===== src/rtl/ru_debug_arbiter_if.sv =====
// Signal bundle between the core datapath, the debug requester, the register
// unit and the debug arbiter. The slave modport is the arbiter's view.
interface ru_debug_arbiter_if #(
    parameter int ADDR_W = 5,
    parameter int DATA_W = 32
);
    logic [ADDR_W-1:0] cpu_rs1;
    logic [ADDR_W-1:0] cpu_rs2;
    logic [ADDR_W-1:0] cpu_rd;
    logic              cpu_RUWr;
    logic [DATA_W-1:0] cpu_wdata;
    logic              cpu_stall;

    logic              dbg_req;
    logic              dbg_we;
    logic [ADDR_W-1:0] dbg_addr;
    logic [DATA_W-1:0] dbg_wdata;
    logic              dbg_ack;
    logic [DATA_W-1:0] dbg_rdata;

    logic [ADDR_W-1:0] ru_rs1;
    logic [ADDR_W-1:0] ru_rs2;
    logic [ADDR_W-1:0] ru_rd;
    logic              ru_RUWr;
    logic [DATA_W-1:0] ru_wdata;
    logic [DATA_W-1:0] ru_rdata2;

    // Environment side: CPU, debug requester and register unit.
    modport master (
        output cpu_rs1, cpu_rs2, cpu_rd, cpu_RUWr, cpu_wdata,
        input  cpu_stall,
        output dbg_req, dbg_we, dbg_addr, dbg_wdata,
        input  dbg_ack, dbg_rdata,
        input  ru_rs1, ru_rs2, ru_rd, ru_RUWr, ru_wdata,
        output ru_rdata2
    );

    modport slave (
        input  cpu_rs1, cpu_rs2, cpu_rd, cpu_RUWr, cpu_wdata,
        output cpu_stall,
        input  dbg_req, dbg_we, dbg_addr, dbg_wdata,
        output dbg_ack, dbg_rdata,
        output ru_rs1, ru_rs2, ru_rd, ru_RUWr, ru_wdata,
        input  ru_rdata2
    );
endinterface


===== src/rtl/ru_debug_arbiter.sv =====
// Shares the register unit write port and second read port between CPU
// writeback and a debug requester; debug writes steal idle write slots.
module ru_debug_arbiter #(
    parameter int ADDR_W     = 5,
    parameter int DATA_W     = 32,
    parameter int STARVE_MAX = 8
) (
    input  logic                clk,
    input  logic                rst_n,
    ru_debug_arbiter_if.slave   bus,
    output logic [1:0]          o_state
);
    localparam int CNT_W = (STARVE_MAX < 2) ? 1 : $clog2(STARVE_MAX);

    typedef enum logic [1:0] {
        S_IDLE  = 2'd0,
        S_WAIT  = 2'd1,
        S_STALL = 2'd2,
        S_ACK   = 2'd3
    } state_t;

    state_t            r_state;
    state_t            w_next;
    logic [CNT_W-1:0]  r_cnt;
    logic              r_we;
    logic [ADDR_W-1:0] r_addr;
    logic [DATA_W-1:0] r_wdata;
    logic [DATA_W-1:0] r_rdata;
    logic              w_free;
    logic              w_starved;

    assign w_free    = !bus.cpu_RUWr || (bus.cpu_rd == '0);
    assign w_starved = (r_cnt == CNT_W'(STARVE_MAX - 1));

    assign bus.cpu_stall = (r_state == S_STALL);
    assign bus.dbg_ack   = (r_state == S_ACK);
    assign bus.dbg_rdata = r_rdata;
    assign bus.ru_rs1    = bus.cpu_rs1;
    assign o_state       = r_state;

    always_comb begin
        w_next       = r_state;
        bus.ru_rs2   = bus.cpu_rs2;
        bus.ru_rd    = bus.cpu_rd;
        bus.ru_RUWr  = bus.cpu_RUWr;
        bus.ru_wdata = bus.cpu_wdata;
        case (r_state)
            S_IDLE: begin
                if (bus.dbg_req) w_next = bus.dbg_we ? S_WAIT : S_STALL;
            end
            S_WAIT: begin
                if (w_free) begin
                    bus.ru_rd    = r_addr;
                    bus.ru_wdata = r_wdata;
                    bus.ru_RUWr  = (r_addr != '0);
                    w_next       = S_ACK;
                end else if (w_starved) begin
                    w_next = S_STALL;
                end
            end
            S_STALL: begin
                // CPU commit is suppressed here; it replays the instruction.
                bus.ru_rs2 = r_addr;
                if (r_we) begin
                    bus.ru_rd    = r_addr;
                    bus.ru_wdata = r_wdata;
                    bus.ru_RUWr  = (r_addr != '0);
                end else begin
                    bus.ru_RUWr = 1'b0;
                end
                w_next = S_ACK;
            end
            S_ACK:   w_next = S_IDLE;
            default: w_next = S_IDLE;
        endcase
    end

    always_ff @(posedge clk) begin
        if (!rst_n) begin
            r_state <= S_IDLE;
            r_cnt   <= '0;
            r_we    <= 1'b0;
            r_addr  <= '0;
            r_wdata <= '0;
            r_rdata <= '0;
        end else begin
            r_state <= w_next;
            case (r_state)
                S_IDLE: begin
                    if (bus.dbg_req) begin
                        r_we    <= bus.dbg_we;
                        r_addr  <= bus.dbg_addr;
                        r_wdata <= bus.dbg_wdata;
                        r_cnt   <= '0;
                    end
                end
                S_WAIT: begin
                    if (w_free) r_rdata <= r_wdata;
                    else if (!w_starved) r_cnt <= r_cnt + 1'b1;
                end
                S_STALL: r_rdata <= r_we ? r_wdata : bus.ru_rdata2;
                default: ;
            endcase
        end
    end
endmodule


===== src/flat_wrapper.sv =====
// flat-port wrapper written by rule: the top's interface ports become plain ports
module ru_debug_arbiter_flat 
#(
    parameter int ADDR_W     = 5,
    parameter int DATA_W     = 32,
    parameter int STARVE_MAX = 8
)
  (clk, rst_n, o_state, bus_cpu_rs1, bus_cpu_rs2, bus_cpu_rd, bus_cpu_RUWr, bus_cpu_wdata, bus_cpu_stall, bus_dbg_req, bus_dbg_we, bus_dbg_addr, bus_dbg_wdata, bus_dbg_ack, bus_dbg_rdata, bus_ru_rs1, bus_ru_rs2, bus_ru_rd, bus_ru_RUWr, bus_ru_wdata, bus_ru_rdata2);
  ru_debug_arbiter_if #(.ADDR_W(ADDR_W), .DATA_W(DATA_W)) bus_i ();
  input  logic clk;
  input  logic rst_n;
  output logic [1:0] o_state;
  input wire logic [$bits(bus_i.cpu_rs1)-1:0] bus_cpu_rs1;
  input wire logic [$bits(bus_i.cpu_rs2)-1:0] bus_cpu_rs2;
  input wire logic [$bits(bus_i.cpu_rd)-1:0] bus_cpu_rd;
  input wire logic [$bits(bus_i.cpu_RUWr)-1:0] bus_cpu_RUWr;
  input wire logic [$bits(bus_i.cpu_wdata)-1:0] bus_cpu_wdata;
  output wire logic [$bits(bus_i.cpu_stall)-1:0] bus_cpu_stall;
  input wire logic [$bits(bus_i.dbg_req)-1:0] bus_dbg_req;
  input wire logic [$bits(bus_i.dbg_we)-1:0] bus_dbg_we;
  input wire logic [$bits(bus_i.dbg_addr)-1:0] bus_dbg_addr;
  input wire logic [$bits(bus_i.dbg_wdata)-1:0] bus_dbg_wdata;
  output wire logic [$bits(bus_i.dbg_ack)-1:0] bus_dbg_ack;
  output wire logic [$bits(bus_i.dbg_rdata)-1:0] bus_dbg_rdata;
  output wire logic [$bits(bus_i.ru_rs1)-1:0] bus_ru_rs1;
  output wire logic [$bits(bus_i.ru_rs2)-1:0] bus_ru_rs2;
  output wire logic [$bits(bus_i.ru_rd)-1:0] bus_ru_rd;
  output wire logic [$bits(bus_i.ru_RUWr)-1:0] bus_ru_RUWr;
  output wire logic [$bits(bus_i.ru_wdata)-1:0] bus_ru_wdata;
  input wire logic [$bits(bus_i.ru_rdata2)-1:0] bus_ru_rdata2;
  assign bus_i.cpu_rs1 = bus_cpu_rs1;
  assign bus_i.cpu_rs2 = bus_cpu_rs2;
  assign bus_i.cpu_rd = bus_cpu_rd;
  assign bus_i.cpu_RUWr = bus_cpu_RUWr;
  assign bus_i.cpu_wdata = bus_cpu_wdata;
  assign bus_cpu_stall = bus_i.cpu_stall;
  assign bus_i.dbg_req = bus_dbg_req;
  assign bus_i.dbg_we = bus_dbg_we;
  assign bus_i.dbg_addr = bus_dbg_addr;
  assign bus_i.dbg_wdata = bus_dbg_wdata;
  assign bus_dbg_ack = bus_i.dbg_ack;
  assign bus_dbg_rdata = bus_i.dbg_rdata;
  assign bus_ru_rs1 = bus_i.ru_rs1;
  assign bus_ru_rs2 = bus_i.ru_rs2;
  assign bus_ru_rd = bus_i.ru_rd;
  assign bus_ru_RUWr = bus_i.ru_RUWr;
  assign bus_ru_wdata = bus_i.ru_wdata;
  assign bus_i.ru_rdata2 = bus_ru_rdata2;
  ru_debug_arbiter #(.ADDR_W(ADDR_W), .DATA_W(DATA_W), .STARVE_MAX(STARVE_MAX)) u_core (.clk(clk), .rst_n(rst_n), .bus(bus_i), .o_state(o_state));
endmodule

===== config.mk =====
export PLATFORM = sky130hd
export DESIGN_NAME = ru_debug_arbiter_flat
export DESIGN_NICKNAME = d
export VERILOG_FILES = /design/src/rtl/ru_debug_arbiter_if.sv /design/src/rtl/ru_debug_arbiter.sv /design/src/flat_wrapper.sv
export SDC_FILE = /design/constraint.sdc
export NUM_CORES = 1
export LEC_CHECK = 0
export CORE_AREA = 2 2 108 110
export DETAILED_ROUTE_END_ITERATION = 16
export DIE_AREA = 0 0 110 112
export PLACE_DENSITY = 0.76
export SLEW_MARGIN = 15
export SYNTH_ARGS = -nofsm -noshare
export SYNTH_HDL_FRONTEND = slang
export SYNTH_SLANG_ARGS = --single-unit

===== constraint.sdc =====
create_clock -name clk -period 1.9 [get_ports clk]
set_clock_uncertainty 0.1 [all_clocks]
set_input_delay 0.38 -clock clk [delete_from_list [all_inputs] [get_ports clk]]
set_output_delay 0.38 -clock clk [all_outputs]
set_load 0.01 [all_outputs]

==> impl_metrics.json <==
{
  "status": "complete, but fails checks",
  "violations": "setup timing",
  "number_of_distinct_library_cells_after_synthesis": 38,
  "cts_max_level": 3,
  "flow.area_growth_from_synthesis_pct": 82.4,
  "root_buffer": "sky130_fd_sc_hd__clkbuf_16",
  "place.gp.congestion": 0.838,
  "crit_chain": "inv_4, ha_4, inv_4, a311oi_4, buf_4, buf_6, buf_8, a22o_1, buf_2",
  "timing.final.setup_violations": 75,
  "grt_usage_pct": 24.3,
  "startpoint_of_the_worst_hold_path": "rst_n",
  "power_per_cell_area_nw_per_um2": 1580,
  "cts_made_buffers": 9,
  "nNetsFinal": 791,
  "synth_top_flop_cell": "sky130_fd_sc_hd__dfxtp_1",
  "irDropWorstVdd_mv": 0.677,
  "largest_net_degree_at_the_start_of_global_routing": 74,
  "crit_slowest_cell": "sky130_fd_sc_hd__dfxtp_4",
  "postSynthCellCount": 425,
  "clock_insertion_delay_worst_skew_ns": 0.33,
  "rows": 39,
  "cts_sinks": 75,
  "clock_transition_at_the_register_clock_pins_on_the_worst_setup_and_hold_paths_after_cts_ns": 0.06,
  "insertedDiodeCount": 0,
  "wl_um": 14900,
  "worst-slew-pin-transition_ns": 0.378,
  "critical_path.reg2reg.endpoint": "u_core.bus.dbg_rdata[31]$_SDFFE_PN0P_",
  "timing.final.crit_share_pct": 134,
  "power_leakage_nw": 3.16,
  "timing.max_cap.violations": 0,
  "routed_via_count": 4212,
  "timing.critical_path.fanout_max": 5,
  "initial_utilization_pct": 34.9,
  "post_drt_wl_per_cell_um": 18.4,
  "hold_depth": 2,
  "drc": 0,
  "synth_area_um2": 3900,
  "grt_overflow_total": 0,
  "pins_over_slew_limit": 0,
  "floorplan.die_area_um2": 12300,
  "timing.critical_path.mode_cell": "sky130_fd_sc_hd__inv_4",
  "worst_path_largest_cell_delay_ns": 0.36,
  "synth-seq-cells": 75,
  "critical_path_buf_inv_count": 6,
  "detailed_place_hpwl_um": 9460,
  "dieWidth_um": 110,
  "crit-reg2reg-launch": "u_core.o_state[0]$_SDFFE_PN0P_",
  "tritonroute_pass_1_iters": 4,
  "io_buffer_count": 194,
  "grt_setup_unrepaired": "true",
  "core_um2": 11200,
  "critical_path_required_ns": 1.42,
  "endpoint_kind": "output pin",
  "timing_worst_setup_path_type": "reg -> out",
  "cts.path.max_buffers": 2,
  "wire_length_of_the_first_global_routing_pass_um": 23000,
  "antenna_found_initial": 0,
  "synth_fp_nets": 552,
  "post_synth.cell_area_avg_um2": 9.18,
  "cpLargestDelayFamily": "buffers and inverters",
  "post_route_cells_drive_above_1_share_pct": 28.0,
  "synth-async-reset-ratio_pct": 0,
  "max-slew-margin-rel_pct": 74.6,
  "cp.arrival_ns": 2.06,
  "design.portCount": 205,
  "number_of_global_route_vias_before_repair": 4431,
  "detail_route.iter0.violations": 214,
  "vertical_extent_of_the_die_um": 112,
  "pre_cts_ws_ns": -1.10,
  "tritoncts_clock_tree": "yes",
  "fin_hold_ws_ns": 0.254,
  "post-route-worst-setup-slack_ns": -0.641,
  "detail_route_antenna_nets": 0,
  "max_freq_ghz": 0.394,
  "routed_via_density": 5.19,
  "ctsHoldBuffers": 0,
  "seq_area_frac_synth_pct": 38.5,
  "min_path_type": "in -> reg",
  "worst-r2r-cell-count": 11,
  "timing.final.hold_violations": 0,
  "timing.hold.worst_endpoint": "u_core.o_state[1]$_SDFFE_PN0P_",
  "finalCriticalPeriod_ns": 2.54,
  "reg2reg_slack_ns": -0.30,
  "synth-edff-count": 0,
  "critPathLaunchType": "register",
  "yosys_warnings": 0
}
==> worst reg2reg max path: cells and delay by family (launching register included) <==
kind,cells,cell delay [ns]
adder cells (fa/ha/maj),1,0.15
AND/OR/NAND/NOR,1,0.39
buffers and inverters,7,0.83
AO/OA/AOI/OAI,2,0.32
flip-flops,1,0.36
==> per-stage QoR <==
step / total power [mW] / std cells / instance area [um^2] / setup TNS, ns / utilization (%)
after floorplan: 5.43 / 425 / 3940 / -6.01 / -
after CTS: 11.5 / 819 / 7170 / -32.64 / 64.2
after detailed placement: 8.07 / 762 / 6170 / -56.45 / 55.2
after global routing: 11.8 / 812 / 7120 / -36.75 / 63.7
final: 11.2 / 812 / 7120 / -31.35 / 63.7
after global placement: 7.92 / 762 / 6170 / -53.17 / 55.2
==> cell usage in the layout, fill, tap and decap left out, types with 4 or more instances in the layout <==
master / netlist / final
sky130_fd_sc_hd__clkdlybuf4s50_1: 0 / 142
sky130_fd_sc_hd__nand2_1: 119 / 100
sky130_fd_sc_hd__dfxtp_1: 75 / 73
sky130_fd_sc_hd__a21boi_0: 38 / 38
sky130_fd_sc_hd__a22o_1: 34 / 34
sky130_fd_sc_hd__buf_4: 10 / 34
sky130_fd_sc_hd__mux2i_1: 32 / 32
sky130_fd_sc_hd__o211a_1: 32 / 32
sky130_fd_sc_hd__buf_2: 5 / 28
sky130_fd_sc_hd__buf_6: 10 / 22
sky130_fd_sc_hd__nand2_2: 1 / 16
sky130_fd_sc_hd__buf_12: 0 / 16
sky130_fd_sc_hd__clkbuf_16: 0 / 9
sky130_fd_sc_hd__clkdlybuf4s15_2: 0 / 9
sky130_fd_sc_hd__dlygate4sd2_1: 0 / 7
sky130_fd_sc_hd__buf_8: 0 / 6
sky130_fd_sc_hd__mux2_4: 0 / 5
sky130_fd_sc_hd__inv_1: 8 / 4
sky130_fd_sc_hd__nand2_4: 0 / 4
sky130_fd_sc_hd__buf_16: 0 / 4
==> per-layer routing <==
metal / part of all wire, % / global-route usage [%]
met4: 2.3 / 10.0
met2: 52 / 43.3
met3: 6.7 / 5.50
met1: 39 / 27.5
met5: 0 / 0
==> worst max path at each step <==
stage | startpoint | endpoint | slack, ns | cells past startpoint
6_report | u_core.o_state[1]$_SDFFE_PN0P_ | bus_ru_wdata[13] | -0.64 | 9
5_1_grt | u_core.o_state[1]$_SDFFE_PN0P_ | bus_ru_wdata[25] | -0.72 | 9
4_1_cts | u_core.o_state[1]$_SDFFE_PN0P_ | bus_ru_wdata[23] | -0.63 | 10
3_5_place_dp | bus_cpu_rd[4] | bus_ru_wdata[13] | -1.10 | 7
3_3_place_gp | bus_cpu_rd[4] | bus_ru_wdata[12] | -1.03 | 7
2_1_floorplan | u_core.o_state[0]$_SDFFE_PN0P_ | bus_ru_rd[0] | -0.15 | 9
==> where the power goes <==
| part | total [mW] | switching, mW | internal, mW |
|---|---|---|---|
| registers | 2.50 | 0.376 | 2.12 |
| clock network | 1.83 | 0.648 | 1.19 |
| logic | 6.89 | 3.07 | 3.81 |
| total | 11.2 | 4.10 | 7.12 |
==> registers in the layout, summed over array words and instances, names as in the netlist <==
name and count:
u_core.bus.dbg_rdata 32, u_core.r_wdata 32, u_core.r_addr 5, u_core.r_cnt 3, u_core.o_state 2, u_core.r_we 1
==> area by class of cell <==
type                            instances  area [um^2]
Multi-Input combinational cell        302         2330
Inverter                                8         37.5
Timing Repair Buffer                  268         2750
Fill cell                             920         4060
Tap cell                              143          179
Clock buffer                           12          246
Sequential cell                        75         1510
Clock inverter                          4         73.8
==> synth_stat cells, types with 3 or more instances <==
cell | count | area [um^2]
sky130_fd_sc_hd__mux2_2 | 5 | 56.3
sky130_fd_sc_hd__buf_2 | 5 | 25.0
sky130_fd_sc_hd__nor2_1 | 3 | 11.3
sky130_fd_sc_hd__a22o_1 | 34 | 298
sky130_fd_sc_hd__a22o_2 | 3 | 30.0
sky130_fd_sc_hd__buf_4 | 10 | 75.1
sky130_fd_sc_hd__nand2_1 | 119 | 447
sky130_fd_sc_hd__buf_6 | 10 | 113
sky130_fd_sc_hd__o2bb2ai_1 | 3 | 26.3
sky130_fd_sc_hd__clkbuf_1 | 14 | 52.6
sky130_fd_sc_hd__o21ai_0 | 3 | 15.0
sky130_fd_sc_hd__ha_1 | 6 | 75.1
sky130_fd_sc_hd__a21oi_1 | 5 | 25.0
sky130_fd_sc_hd__dfxtp_1 | 75 | 1500
sky130_fd_sc_hd__a21boi_0 | 38 | 285
sky130_fd_sc_hd__mux2i_1 | 32 | 320
sky130_fd_sc_hd__inv_1 | 8 | 30.0
sky130_fd_sc_hd__o211a_1 | 32 | 320
==> repair_timing <==
action / CTS / global route
pin swaps: 20 / 13
buffers inserted: 27 / 4
gates resized for setup: 235 / 43
endpoints found under the setup margin: 82 / 81
cloned: 14 / 0
==> cell families (layout without fill, tap and decap cells) <==
logic type | Yosys count | in the layout | share of synthesized area [%]
AO/OA/AOI/OAI | 127 | 127 | 28.6
adder cells (fa/ha/maj) | 6 | 6 | 1.92
multiplexers | 37 | 37 | 9.65
buffers and inverters | 48 | 292 | 7.66
flip-flops | 75 | 75 | 38.5
AND/OR/NAND/NOR | 132 | 132 | 13.7
(Power assumes the default switching activity.)
